### src/rtl/rf_writeback_if.sv
// Bundle of the writeback-side signals of rf_writeback: pipeline writeback,
// long-latency issue/result, decode queries and the register file write port.
interface rf_writeback_if #(
  parameter int unsigned XLEN = 32
) ();
  // Pipeline writeback
  logic            p_valid;
  logic [4:0]      p_rd;
  logic [XLEN-1:0] p_wdata;
  logic            p_stall;
  // Long-latency issue and result
  logic            iss_valid;
  logic [4:0]      iss_rd;
  logic            l_valid;
  logic            l_ready;
  logic [4:0]      l_rd;
  logic [XLEN-1:0] l_wdata;
  // Decode-stage queries
  logic [4:0]      q_rs1;
  logic [4:0]      q_rs2;
  logic [4:0]      q_rd;
  logic            hazard;
  logic            byp1;
  logic            byp2;
  // Register file write port
  logic            rf_we;
  logic [4:0]      rf_rd;
  logic [XLEN-1:0] rf_wdata;

  // Producer/consumer side (writeback stage, long-latency units, decode)
  modport master (
    output p_valid, p_rd, p_wdata, iss_valid, iss_rd, l_valid, l_rd, l_wdata,
           q_rs1, q_rs2, q_rd,
    input  p_stall, l_ready, hazard, byp1, byp2, rf_we, rf_rd, rf_wdata
  );

  // rf_writeback side
  modport slave (
    input  p_valid, p_rd, p_wdata, iss_valid, iss_rd, l_valid, l_rd, l_wdata,
           q_rs1, q_rs2, q_rd,
    output p_stall, l_ready, hazard, byp1, byp2, rf_we, rf_rd, rf_wdata
  );
endinterface

### src/rtl/rf_writeback.sv
// Merges the in-order writeback stream and long-latency results into the single
// register file write port; keeps the busy scoreboard and exposes the in-flight
// write for read bypass.
module rf_writeback #(
  parameter int unsigned XLEN       = 32,
  parameter int unsigned STARVE_MAX = 4
) (
  input  logic                clk,
  input  logic                rst_n,
  input  logic                en,
  rf_writeback_if.slave       bus
);

  localparam int unsigned CntW = $clog2(STARVE_MAX + 1);

  logic [31:0]     busy_q, busy_d;
  logic            buf_valid_q, buf_valid_d;
  logic [4:0]      buf_rd_q, buf_rd_d;
  logic [XLEN-1:0] buf_data_q, buf_data_d;
  logic [CntW-1:0] cnt_q, cnt_d;
  logic            rf_we_q, rf_we_d;
  logic [4:0]      rf_rd_q, rf_rd_d;
  logic [XLEN-1:0] rf_wdata_q, rf_wdata_d;

  logic stall;
  logic drain;
  logic accept;
  logic rf_we_eff;

  // Handshake and query outputs derived from registered state
  always_comb begin
    stall       = buf_valid_q && (cnt_q == CntW'(STARVE_MAX));
    accept      = bus.l_valid && en && !buf_valid_q;
    // Stall forces the buffer through; otherwise it only uses idle pipeline slots
    drain       = en && buf_valid_q && (stall || !bus.p_valid);
    rf_we_eff   = rf_we_q && en;
    bus.p_stall = stall;
    bus.l_ready = en && !buf_valid_q;
    bus.hazard  = busy_q[bus.q_rs1] | busy_q[bus.q_rs2] | busy_q[bus.q_rd];
    bus.byp1    = rf_we_eff && (rf_rd_q == bus.q_rs1);
    bus.byp2    = rf_we_eff && (rf_rd_q == bus.q_rs2);
    bus.rf_we   = rf_we_eff;
    bus.rf_rd   = rf_rd_q;
    bus.rf_wdata = rf_wdata_q;
  end

  // Next-state: write-port select, buffer, starvation counter, scoreboard
  always_comb begin
    busy_d      = busy_q;
    buf_valid_d = buf_valid_q;
    buf_rd_d    = buf_rd_q;
    buf_data_d  = buf_data_q;
    cnt_d       = cnt_q;
    rf_we_d     = rf_we_q;
    rf_rd_d     = rf_rd_q;
    rf_wdata_d  = rf_wdata_q;

    if (en) begin
      if (drain) begin
        rf_we_d          = (buf_rd_q != 5'd0);
        rf_rd_d          = buf_rd_q;
        rf_wdata_d       = buf_data_q;
        buf_valid_d      = 1'b0;
        busy_d[buf_rd_q] = 1'b0;
      end else if (bus.p_valid) begin
        // p_valid during stall is dropped: drain wins above
        rf_we_d    = (bus.p_rd != 5'd0);
        rf_rd_d    = bus.p_rd;
        rf_wdata_d = bus.p_wdata;
      end else begin
        rf_we_d = 1'b0;
      end

      if (accept) begin
        buf_valid_d = 1'b1;
        buf_rd_d    = bus.l_rd;
        buf_data_d  = bus.l_wdata;
      end

      if (!buf_valid_q || drain) begin
        cnt_d = '0;
      end else if (cnt_q != CntW'(STARVE_MAX)) begin
        cnt_d = cnt_q + CntW'(1);
      end

      // Set after clear so a same-cycle reissue keeps the register busy
      if (bus.iss_valid && bus.iss_rd != 5'd0) begin
        busy_d[bus.iss_rd] = 1'b1;
      end
    end
    busy_d[0] = 1'b0;
  end

  // State registers
  always_ff @(posedge clk or negedge rst_n) begin
    if (!rst_n) begin
      busy_q      <= '0;
      buf_valid_q <= 1'b0;
      buf_rd_q    <= '0;
      buf_data_q  <= '0;
      cnt_q       <= '0;
      rf_we_q     <= 1'b0;
      rf_rd_q     <= '0;
      rf_wdata_q  <= '0;
    end else begin
      busy_q      <= busy_d;
      buf_valid_q <= buf_valid_d;
      buf_rd_q    <= buf_rd_d;
      buf_data_q  <= buf_data_d;
      cnt_q       <= cnt_d;
      rf_we_q     <= rf_we_d;
      rf_rd_q     <= rf_rd_d;
      rf_wdata_q  <= rf_wdata_d;
    end
  end

endmodule

### src/flat_wrapper.sv
// flat-port wrapper written by rule: the top's interface ports become plain ports
module rf_writeback_flat 
#(
  parameter int unsigned XLEN       = 32,
  parameter int unsigned STARVE_MAX = 4
)
  (clk, rst_n, en, bus_p_valid, bus_p_rd, bus_p_wdata, bus_iss_valid, bus_iss_rd, bus_l_valid, bus_l_rd, bus_l_wdata, bus_q_rs1, bus_q_rs2, bus_q_rd, bus_p_stall, bus_l_ready, bus_hazard, bus_byp1, bus_byp2, bus_rf_we, bus_rf_rd, bus_rf_wdata);
  rf_writeback_if #(.XLEN(XLEN)) bus_i ();
  input  logic clk;
  input  logic rst_n;
  input  logic en;
  input wire logic [$bits(bus_i.p_valid)-1:0] bus_p_valid;
  input wire logic [$bits(bus_i.p_rd)-1:0] bus_p_rd;
  input wire logic [$bits(bus_i.p_wdata)-1:0] bus_p_wdata;
  input wire logic [$bits(bus_i.iss_valid)-1:0] bus_iss_valid;
  input wire logic [$bits(bus_i.iss_rd)-1:0] bus_iss_rd;
  input wire logic [$bits(bus_i.l_valid)-1:0] bus_l_valid;
  input wire logic [$bits(bus_i.l_rd)-1:0] bus_l_rd;
  input wire logic [$bits(bus_i.l_wdata)-1:0] bus_l_wdata;
  input wire logic [$bits(bus_i.q_rs1)-1:0] bus_q_rs1;
  input wire logic [$bits(bus_i.q_rs2)-1:0] bus_q_rs2;
  input wire logic [$bits(bus_i.q_rd)-1:0] bus_q_rd;
  output wire logic [$bits(bus_i.p_stall)-1:0] bus_p_stall;
  output wire logic [$bits(bus_i.l_ready)-1:0] bus_l_ready;
  output wire logic [$bits(bus_i.hazard)-1:0] bus_hazard;
  output wire logic [$bits(bus_i.byp1)-1:0] bus_byp1;
  output wire logic [$bits(bus_i.byp2)-1:0] bus_byp2;
  output wire logic [$bits(bus_i.rf_we)-1:0] bus_rf_we;
  output wire logic [$bits(bus_i.rf_rd)-1:0] bus_rf_rd;
  output wire logic [$bits(bus_i.rf_wdata)-1:0] bus_rf_wdata;
  assign bus_i.p_valid = bus_p_valid;
  assign bus_i.p_rd = bus_p_rd;
  assign bus_i.p_wdata = bus_p_wdata;
  assign bus_i.iss_valid = bus_iss_valid;
  assign bus_i.iss_rd = bus_iss_rd;
  assign bus_i.l_valid = bus_l_valid;
  assign bus_i.l_rd = bus_l_rd;
  assign bus_i.l_wdata = bus_l_wdata;
  assign bus_i.q_rs1 = bus_q_rs1;
  assign bus_i.q_rs2 = bus_q_rs2;
  assign bus_i.q_rd = bus_q_rd;
  assign bus_p_stall = bus_i.p_stall;
  assign bus_l_ready = bus_i.l_ready;
  assign bus_hazard = bus_i.hazard;
  assign bus_byp1 = bus_i.byp1;
  assign bus_byp2 = bus_i.byp2;
  assign bus_rf_we = bus_i.rf_we;
  assign bus_rf_rd = bus_i.rf_rd;
  assign bus_rf_wdata = bus_i.rf_wdata;
  rf_writeback #(.XLEN(XLEN), .STARVE_MAX(STARVE_MAX)) u_core (.clk(clk), .rst_n(rst_n), .en(en), .bus(bus_i));
endmodule
### config.mk
export PLATFORM = sky130hd
export DESIGN_NAME = rf_writeback_flat
export DESIGN_NICKNAME = d
export VERILOG_FILES = /design/src/rtl/rf_writeback_if.sv /design/src/rtl/rf_writeback.sv /design/src/flat_wrapper.sv
export SDC_FILE = /design/constraint.sdc
export NUM_CORES = 1
export LEC_CHECK = 0
export BUFFER_PORTS_ARGS = -buffer_cell sky130_fd_sc_hd__buf_4
export CORE_MARGIN = 10
export CORE_UTILIZATION = 50
export CTS_CLUSTER_SIZE = 28
export DETAILED_ROUTE_END_ITERATION = 8
export PLACE_DENSITY = 0.76
export SLEW_MARGIN = 20
export SYNTH_ARGS = -nofsm -noshare
export SYNTH_HDL_FRONTEND = slang
export SYNTH_SLANG_ARGS = --single-unit
### constraint.sdc
create_clock -name clk -period 3.8 [get_ports clk]
set_clock_uncertainty 0.15 [all_clocks]
set_input_delay 0.19 -clock clk [delete_from_list [all_inputs] [get_ports clk]]
set_output_delay 0.19 -clock clk [all_outputs]
set_load 0.02 [all_outputs]
After elaboration in Yosys (flattened, before gate mapping)
Index checks and enable logic that the tools add are counted.

Output and inout port bits: 43. Bits of input ports: 100. Latch bits: 0. Bits in writable memories: 0. Memories: 0. Bits in read-only memories: 0. Word-level logic and storage cells: 74. Register bits: 110.

Bitwise logic cells: 5. Magnitude comparators: 7. Multipliers: 0. Divide/modulo/power cells: 0. Equal/unequal tests: 4. Shift operators: 0. Reduce and logical (&&, ||, !) cells: 26. Add/subtract/negate cells: 1. Mux-type cells: 23.

Operator list (number): $mux W32 (5); $and A32 B32 Y32 (1); $not A32 Y32 (1); $or A32 B32 Y32 (1); $lt A5 B6 Y1 const B (5); $bmux W1 S5 (3); $reduce_bool A5 Y1 (3); $logic_and A1 B1 Y1 (12); $demux W1 S5 (2); $eq A5 B5 Y1 (2); $ge A5 B1 Y1 const B (2); $mux W5 (2); $mux W1 (9); $reduce_and A2 Y1 (4); $mux W3 (2); $reduce_bool A2 Y1 (3); $add A3 B1 Y3 const B (1); $eq A3 B3 Y1 const B (1); $ne A3 B3 Y1 const B (1); $logic_not A1 Y1 (2); $logic_or A1 B1 Y1 (2); $or A1 B1 Y1 (2).

Depth between registers and ports, before layout
Gate-level depths: netlist (run 1).

Depth after elaboration: 10. Mapped depth: 8. Mapped depth without buffers: 7.

Worst setup path after synthesis (run 1)
Ideal clock, no wire load.

Kind: register to output. Start: reg u_core.busy_q[11]. End: out bus_hazard. Stages on the path, launching flop included: 6. Required time: 3.460 ns. Arrival: 1.610 ns. Setup slack: 1.850 ns. Path through: dfrtp_1 -> mux4_1 -> nand3b_1 -> nand2_1 -> a2111oi_2 -> nand4_1.

Word-level cells in the longest chain between the ends: 4.

Ends and longest elaborated chain: start: declaration (RTL line rf_writeback.sv:16) `logic [31:0] busy_q, busy_d;`; start signal: assignment (RTL line rf_writeback.sv:106) `busy_q <= busy_d;`; $bmux W1 S5 (RTL line rf_writeback.sv:39) `bus.hazard = busy_q[bus.q_rs1] | busy_q[bus.q_rs2] | busy_q[bus.q_rd];`; $mux W1 (not written as such) (RTL line rf_writeback.sv:39); $or A1 B1 Y1 (RTL line rf_writeback.sv:39); $or A1 B1 Y1 * (RTL line rf_writeback.sv:39); end: declaration (RTL line flat_wrapper.sv:25) `output wire logic [$bits(bus_i.hazard)-1:0] bus_hazard;`.

Mark *: on every way between the ends. The rest lies on a longest branch, timed or not. The select of a mux whose other input is x is not followed.

Worst setup path in the final report (run 1)
Start: reg u_core.cnt_q[0]. End: reg u_core.rf_wdata_q[31] (netlist: u_core.bus.rf_wdata[31]).

Word-level cells in the longest chain between the ends: 6.

Ends and longest elaborated chain: start: declaration (RTL line rf_writeback.sv:20) `logic [CntW-1:0] cnt_q, cnt_d;`; start signal: assignment (RTL line rf_writeback.sv:110) `cnt_q <= cnt_d;`; $eq A3 B3 Y1 * (RTL line rf_writeback.sv:32) `stall = buf_valid_q && (cnt_q == CntW'(STARVE_MAX));`; $logic_and A1 B1 Y1 * (RTL line rf_writeback.sv:32); $logic_or A1 B1 Y1 * (RTL line rf_writeback.sv:35) `drain = en && buf_valid_q && (stall || !bus.p_valid);`; $logic_and A1 B1 Y1 * (RTL line rf_writeback.sv:35); $reduce_bool A2 Y1 (no source line); $reduce_and A2 Y1 (no source line); end signal: assignment (RTL line rf_writeback.sv:113) `rf_wdata_q <= rf_wdata_d;`; end: declaration (RTL line rf_writeback.sv:23) `logic [XLEN-1:0] rf_wdata_q, rf_wdata_d;`.

Mark *: on every way between the ends. The rest lies on a longest branch, timed or not. A chain may end at the register's enable or synchronous reset.

==> results.yml, run 1 <==
cells_and_area:
  antennaDiodeCount: 0
  final_cell_mix: "buf_4, dfrtp_1, o21ai_0"
  final_area_um2: 7650
  nets: 797
  drive_gt1_share_pct: 32.0
  nFillCells: 777
  layout_commonest_cell: "buf_4"
  fin_cells: 839
  area_growth_pct: 35.5
routing:
  route.vias.total: 4850
  post_drt_via_cell_ratio: 5.78
  wl_mm: 17.0
  antenna_left: 0
  drtPass1Iterations: 4
  drc: 0
  drtIter0Drc: 390
  wl_per_cell_um: 20.2
synth:
  ys_warn_count: 0
  async_flop_share_pct: 100
  synth-main-ff-cell: "dfrtp_1"
  avgSynthCellArea_um2: 11.0
  yosys_register_bits: 110
  synth-edff-count: 0
  syn-num-nets: 614
  syn_inst: 512
  netlist_area_um2: 5650
  synth_cell_types: 45
  seq_area_frac_synth_pct: 48.8
sta:
  worst_pin_slew_ns: 0.742
  period_needed_ns: 2.57
  hold_viol: 0
  fmax_mhz: 389
  rsz0062_at_grt: "false"
  final.setup.tns_ns: 0
  max_slew_margin_pct: 50.4
  slew_violations: 0
  finalSetupViolations: 0
  hold_ws_ns: 0.00870
  fin_crit_sh_pct: 67.7
clock_tree:
  cts-buffers-inserted: 9
  cts.clk_slew.worst_paths_ns: 0.07
  cts_hold_buffers: 57
  clk_path_buf_depth: 2
  cts_setup_buffers: 0
  cts_tree: "yes"
  h-tree-depth: 3
  clock_latency_ns: 0.34
  cts.sinks: 110
  clockRootBuffer: "clkbuf_16"
  cts_resized: 0
worst_setup_path:
  reg2reg_slack_ns: 1.23
  startpoint_type: "flop"
  required_ns: 3.84
  cp_cell_sequence: "inv_1 > ha_1 > nand2_1 > a21oi_4 > buf_4 > mux2i_1 > o21ai_0"
  worstSetupPathType: "reg -> reg"
  arrival_ns: 2.61
  slowest_delay_ns: 0.59
  path_max_fanout: 26
  endpoint_kind: "flop"
  cp_slowest_cell: "a21oi_4"
global_routing:
  grt_usage_pct: 20.9
  grt-ovfl-total: 0
  gr-usage-met2_pct: 35.4
  grt_pass1_vias: 5217
  busiest_layer: "met2"
  grt_util_met1_pct: 24.4
  antenna_found_initial: 0
  use_met3_pct: 6.04
  grt_pass1_wl_mm: 27.4
  grt_max_degree: 76
floorplanning:
  fp.dieW_um: 126
  start_util_pct: 51.6
  coreArea_um2: 10900
  fp.dieArea_um2: 15900
  chipHeight_um: 126
  ioPinCount: 143
  row_count: 38
power:
  power_switching_mw: 1.62
  p_leak_nw: 3.34
  p_int_mw: 2.96
  switching_share_pct: 35.3
  clkPwrFrac_pct: 20.2
  power.density_nw_per_um2: 598
  peakVddDrop_mv: 0.393
  pwr-share-comb_pct: 35.0
  seqPwrFrac_pct: 44.8
placement:
  dp_hpwl_mm: 12.0
  gp_congestion: 0.907
  port-buffer-count: 142
  place_area_um2: 6790
  placedCellCount: 767
outcome:
  status: "finished clean"
flow_run:
  cap_violations: 0
worst_hold_path:
  hold_class: "in -> reg"
metal layers:
metal / vias up / wire length (µm)
met3: 33 / 1200
met4: 0 / 377
met5: - / 0
li1: 2233 / -
met2: 184 / 8620
met1: 2400 / 6770
final timing paths:
check | from | end | depth (start not counted)
worst max-delay path | u_core.cnt_q[0]$_DFFE_PN0P_ | u_core.bus.rf_wdata[31]$_DFFE_PN0P_ | 7
worst min-delay path | bus_p_rd[3] | u_core.bus.rf_rd[3]$_DFFE_PN0P_ | 3
worst max register to register | u_core.cnt_q[0]$_DFFE_PN0P_ | u_core.bus.rf_wdata[31]$_DFFE_PN0P_ | 7
worst min register to register | u_core.bus.rf_wdata[15]$_DFFE_PN0P_ | u_core.bus.rf_wdata[15]$_DFFE_PN0P_ | 2
max in group asynchronous | rst_n | u_core.busy_q[15]$_DFFE_PN0P_ | 3
min in group asynchronous | rst_n | u_core.buf_data_q[18]$_DFFE_PN0P_ | 2
through the flow:
stage	power, mW	setup slack [ns]	util, %
after floorplan	2.94	1.85	-
after global placement	3.51	1.38	62.1
after detailed placement	3.59	1.25	62.1
after CTS	4.57	1.24	70.0
after global routing	4.85	1.02	70.0
final	4.58	1.23	70.0
cell usage after synthesis, types with 2 or more instances:
library cell / instances / area [µm²]
dfrtp_1: 110 / 2750
mux4_2: 9 / 203
nand3b_1: 10 / 75.1
buf_2: 11 / 55.1
mux4_1: 4 / 105
xor2_1: 2 / 17.5
nand2_1: 50 / 188
mux2i_1: 46 / 460
nand4_1: 5 / 31.3
o22ai_1: 2 / 12.5
or3b_2: 3 / 26.3
xnor2_1: 8 / 70.1
nor3_1: 4 / 20.0
a221oi_1: 3 / 26.3
nor4b_1: 2 / 17.5
nor2_1: 9 / 33.8
clkbuf_1: 17 / 63.8
buf_4: 2 / 15.0
ha_1: 2 / 25.0
a311oi_1: 2 / 17.5
o2111ai_1: 2 / 17.5
nor2b_1: 9 / 56.3
nand3_1: 13 / 65.1
o211ai_1: 2 / 15.0
nand2b_1: 4 / 25.0
and3_1: 2 / 12.5
inv_1: 9 / 33.8
o21ai_0: 105 / 526
a2111oi_0: 3 / 26.3
mux2_2: 47 / 529
cell families (layout without fill, tap and decap cells):
logic type	after synthesis	after routing	share of synthesized area, %
xor gates and xnor gates	10	10	1.55
muxes	106	106	23.0
DFF	110	110	48.8
and+or+nand+nor	116	116	10.4
AOI/OAI and AO/OA	127	127	12.6
buffers and inverters	41	228	3.24
adders and majority gates	2	2	0.443
cell type report:
cell class                 count  area, µm²  area share [%]
clock buffer                  10        229            2.99
clock inverter                 5       58.8           0.768
inverter                       9       33.8           0.441
multi-input combinational    361       2730            35.7
sequential                   110       2750            36.0
tap                          140        175            2.29
timing repair buffer         204       1670            21.9
critical path, delay by kind of cell, from the launching register on:
family          cells  cell delay, ns
mux                 1            0.27
buf+inv             2            0.62
fa+ha+maj           1            0.14
simple gates        1            0.12
compound gates      2            0.71
flops               1            0.39
power groups by stage:
stage               Clock, mW  Combinational (mW)  Sequential (mW)
floorplan                   0               0.897             2.04
global placement            0                1.50             2.02
detailed placement          0                1.55             2.05
CTS                     0.936                1.60             2.03
global route            0.974                1.76             2.11
finish                  0.923                1.60             2.05
registers in the layout, summed over array words and instances, names as in the netlist:
signal               cells
u_core.buf_data_q       32
u_core.buf_rd_q          5
u_core.buf_valid_q       1
u_core.bus.rf_rd         5
u_core.bus.rf_wdata     32
u_core.busy_q           31
u_core.cnt_q             3
u_core.rf_we_q           1
No activity file was read; power rests on OpenSTA's default activity.
==> run 2, diff against run 1 <==
==> constraint.sdc (replaced) <==
create_clock -name clk -period 2.6 [get_ports clk]
set_clock_uncertainty 0.15 [all_clocks]
set_input_delay 0.13 -clock clk [delete_from_list [all_inputs] [get_ports clk]]
set_output_delay 0.13 -clock clk [all_outputs]
set_load 0.02 [all_outputs]
==> results.yml, run 2 (same netlist as run 1, synthesis figures left out) <==
sta:
  finalSetupViolations: 0
  fmax_mhz: 424
  fin_crit_sh_pct: 90.7
  hold_viol: 0
  final.setup.tns_ns: 0
  rsz0062_at_grt: "false"
  slew_violations: 0
  max_slew_margin_pct: 54.6
  worst_pin_slew_ns: 0.680
  period_needed_ns: 2.36
global_routing:
  grt_usage_pct: 22.3
  grt_pass1_wl_mm: 28.8
  grt_pass1_vias: 5492
  antenna_found_initial: 2
  grt-ovfl-total: 0
  grt_max_degree: 76
cells_and_area:
  final_cell_mix: "buf_4, dfrtp_1, o21ai_0"
  layout_commonest_cell: "buf_4"
  final-seq-area_um2: 2750
  drive_gt1_share_pct: 31.4
  nets: 816
  final_area_um2: 7850
  multi_input_comb_area_um2: 2730
  fin_cells: 861
  area_growth_pct: 39.1
  nFillCells: 752
flow_run:
  cap_violations: 0
floorplanning:
  coreArea_um2: 10900
  ioPinCount: 143
  fp.dieArea_um2: 15900
  fp.dieW_um: 126
  row_count: 38
  start_util_pct: 51.6
  chipHeight_um: 126
worst_setup_path:
  r2r_cells: 7
  endpoint_kind: "primary output"
  worstSetupPathType: "reg -> out"
  path_max_fanout: 4
  startpoint_type: "flop"
  required_ns: 2.32
  arrival_ns: 2.08
clock_tree:
  clockRootBuffer: "clkbuf_16"
  cts_resized: 0
  cts_tree: "yes"
  clock_latency_ns: 0.35
  h-tree-depth: 3
  cts.sinks: 110
  clk_path_buf_depth: 2
  cts.clk_slew.worst_paths_ns: 0.07
  cts-buffers-inserted: 9
placement:
  placedCellCount: 768
  gp_congestion: 0.888
  place_area_um2: 6810
  port-buffer-count: 142
  dp_hpwl_mm: 12.0
power:
  power.density_nw_per_um2: 862
  p_leak_nw: 3.43
  peakVddDrop_mv: 0.540
routing:
  route.vias.total: 5009
  post_drt_via_cell_ratio: 5.82
  antenna_left: 0
  drtIter0Drc: 394
  drtPass1Iterations: 5
  wl_mm: 18.1
  drc: 0
  wl_per_cell_um: 21.1
worst_hold_path:
  hold_class: "in -> reg"
  worst_hold_path.num_cells: 4
outcome:
  status: "finished clean"
-- run 2: cell types whose count changed in the layout (fill, tap and decap cells not counted), sizes merged --
cell,previous run,this run
dlygate4sd3,57,75
buf,147,148
clkbuf,10,11
diode,0,2
bufinv,1,0
inv,10,11
clkinvlp,2,1
clkinv,1,2
-- run 2: repair_timing --
| action | CTS | global route |
|---|---|---|
| endpoints found under the hold margin | 118 | 0 |
| hold buffers | 75 | 0 |
| buffers inserted | 0 | 0 |
-- run 2: power breakdown --
group | total [mW] | internal (mW) | leakage [nW] | switching, mW
combinational | 2.42 | 1.23 | 1.94 | 1.20
clock | 1.33 | 0.688 | 0.138 | 0.642
sequential | 3.02 | 2.38 | 1.35 | 0.633
total | 6.77 | 4.30 | 3.43 | 2.47
-- run 2: area by class of cell --
type,instances,share of cell area [%]
Sequential cell,110,35.0
Antenna cell,2,0.0637
Clock inverter,5,0.526
Inverter,9,0.430
Timing Repair Buffer,223,23.9
Multi-Input combinational cell,361,34.7
Tap cell,140,2.23
Clock buffer,11,3.09
-- run 2: worst paths after layout --
check	startpoint	to	slack [ns]
min in group asynchronous	rst_n	u_core.bus.rf_wdata[16]$_DFFE_PN0P_	0.15
max in group asynchronous	rst_n	u_core.bus.rf_wdata[4]$_DFFE_PN0P_	1.41
setup reg to reg	u_core.cnt_q[0]$_DFFE_PN0P_	u_core.bus.rf_wdata[7]$_DFFE_PN0P_	0.33
hold reg to reg	u_core.bus.rf_wdata[15]$_DFFE_PN0P_	u_core.bus.rf_wdata[15]$_DFFE_PN0P_	0.33
setup / recovery	u_core.busy_q[11]$_DFFE_PN0P_	bus_hazard	0.24
hold / removal	bus_iss_rd[3]	u_core.busy_q[6]$_DFFE_PN0P_	0.03
-- run 2: metrics by stage --
stage | setup slack, ns | utilization, % | power, mW | hold slack [ns]
CTS | 0.233 | 71.8 | 6.69 | 0.0159
finish | 0.241 | 71.8 | 6.77 | 0.0281
global placement | 0.601 | 62.3 | 5.15 | -0.00214
detailed placement | 0.473 | 62.3 | 5.27 | 0.00192
floorplan | 0.710 | - | 4.30 | -0.316
global route | 0.0770 | 71.8 | 7.16 | 0.0418
-- run 2: layer usage --
| metal | up-vias | track usage (%) | wire length, µm |
|---|---|---|---|
| met5 | - | 0 | 0 |
| met4 | 0 | 9.78 | 554 |
| met3 | 47 | 6.84 | 1370 |
| met2 | 213 | 38.4 | 9320 |
| met1 | 2469 | 25.0 | 6910 |
| li1 | 2280 | - | - |
-- run 2: critical path, cell delays in order, from the launching register on --
cell       delay, ns
dfrtp_1         0.41
mux4_1          0.51
nand3b_1        0.10
nand2_1         0.07
a2111oi_2       0.34
nand4_1         0.13
buf_4           0.17
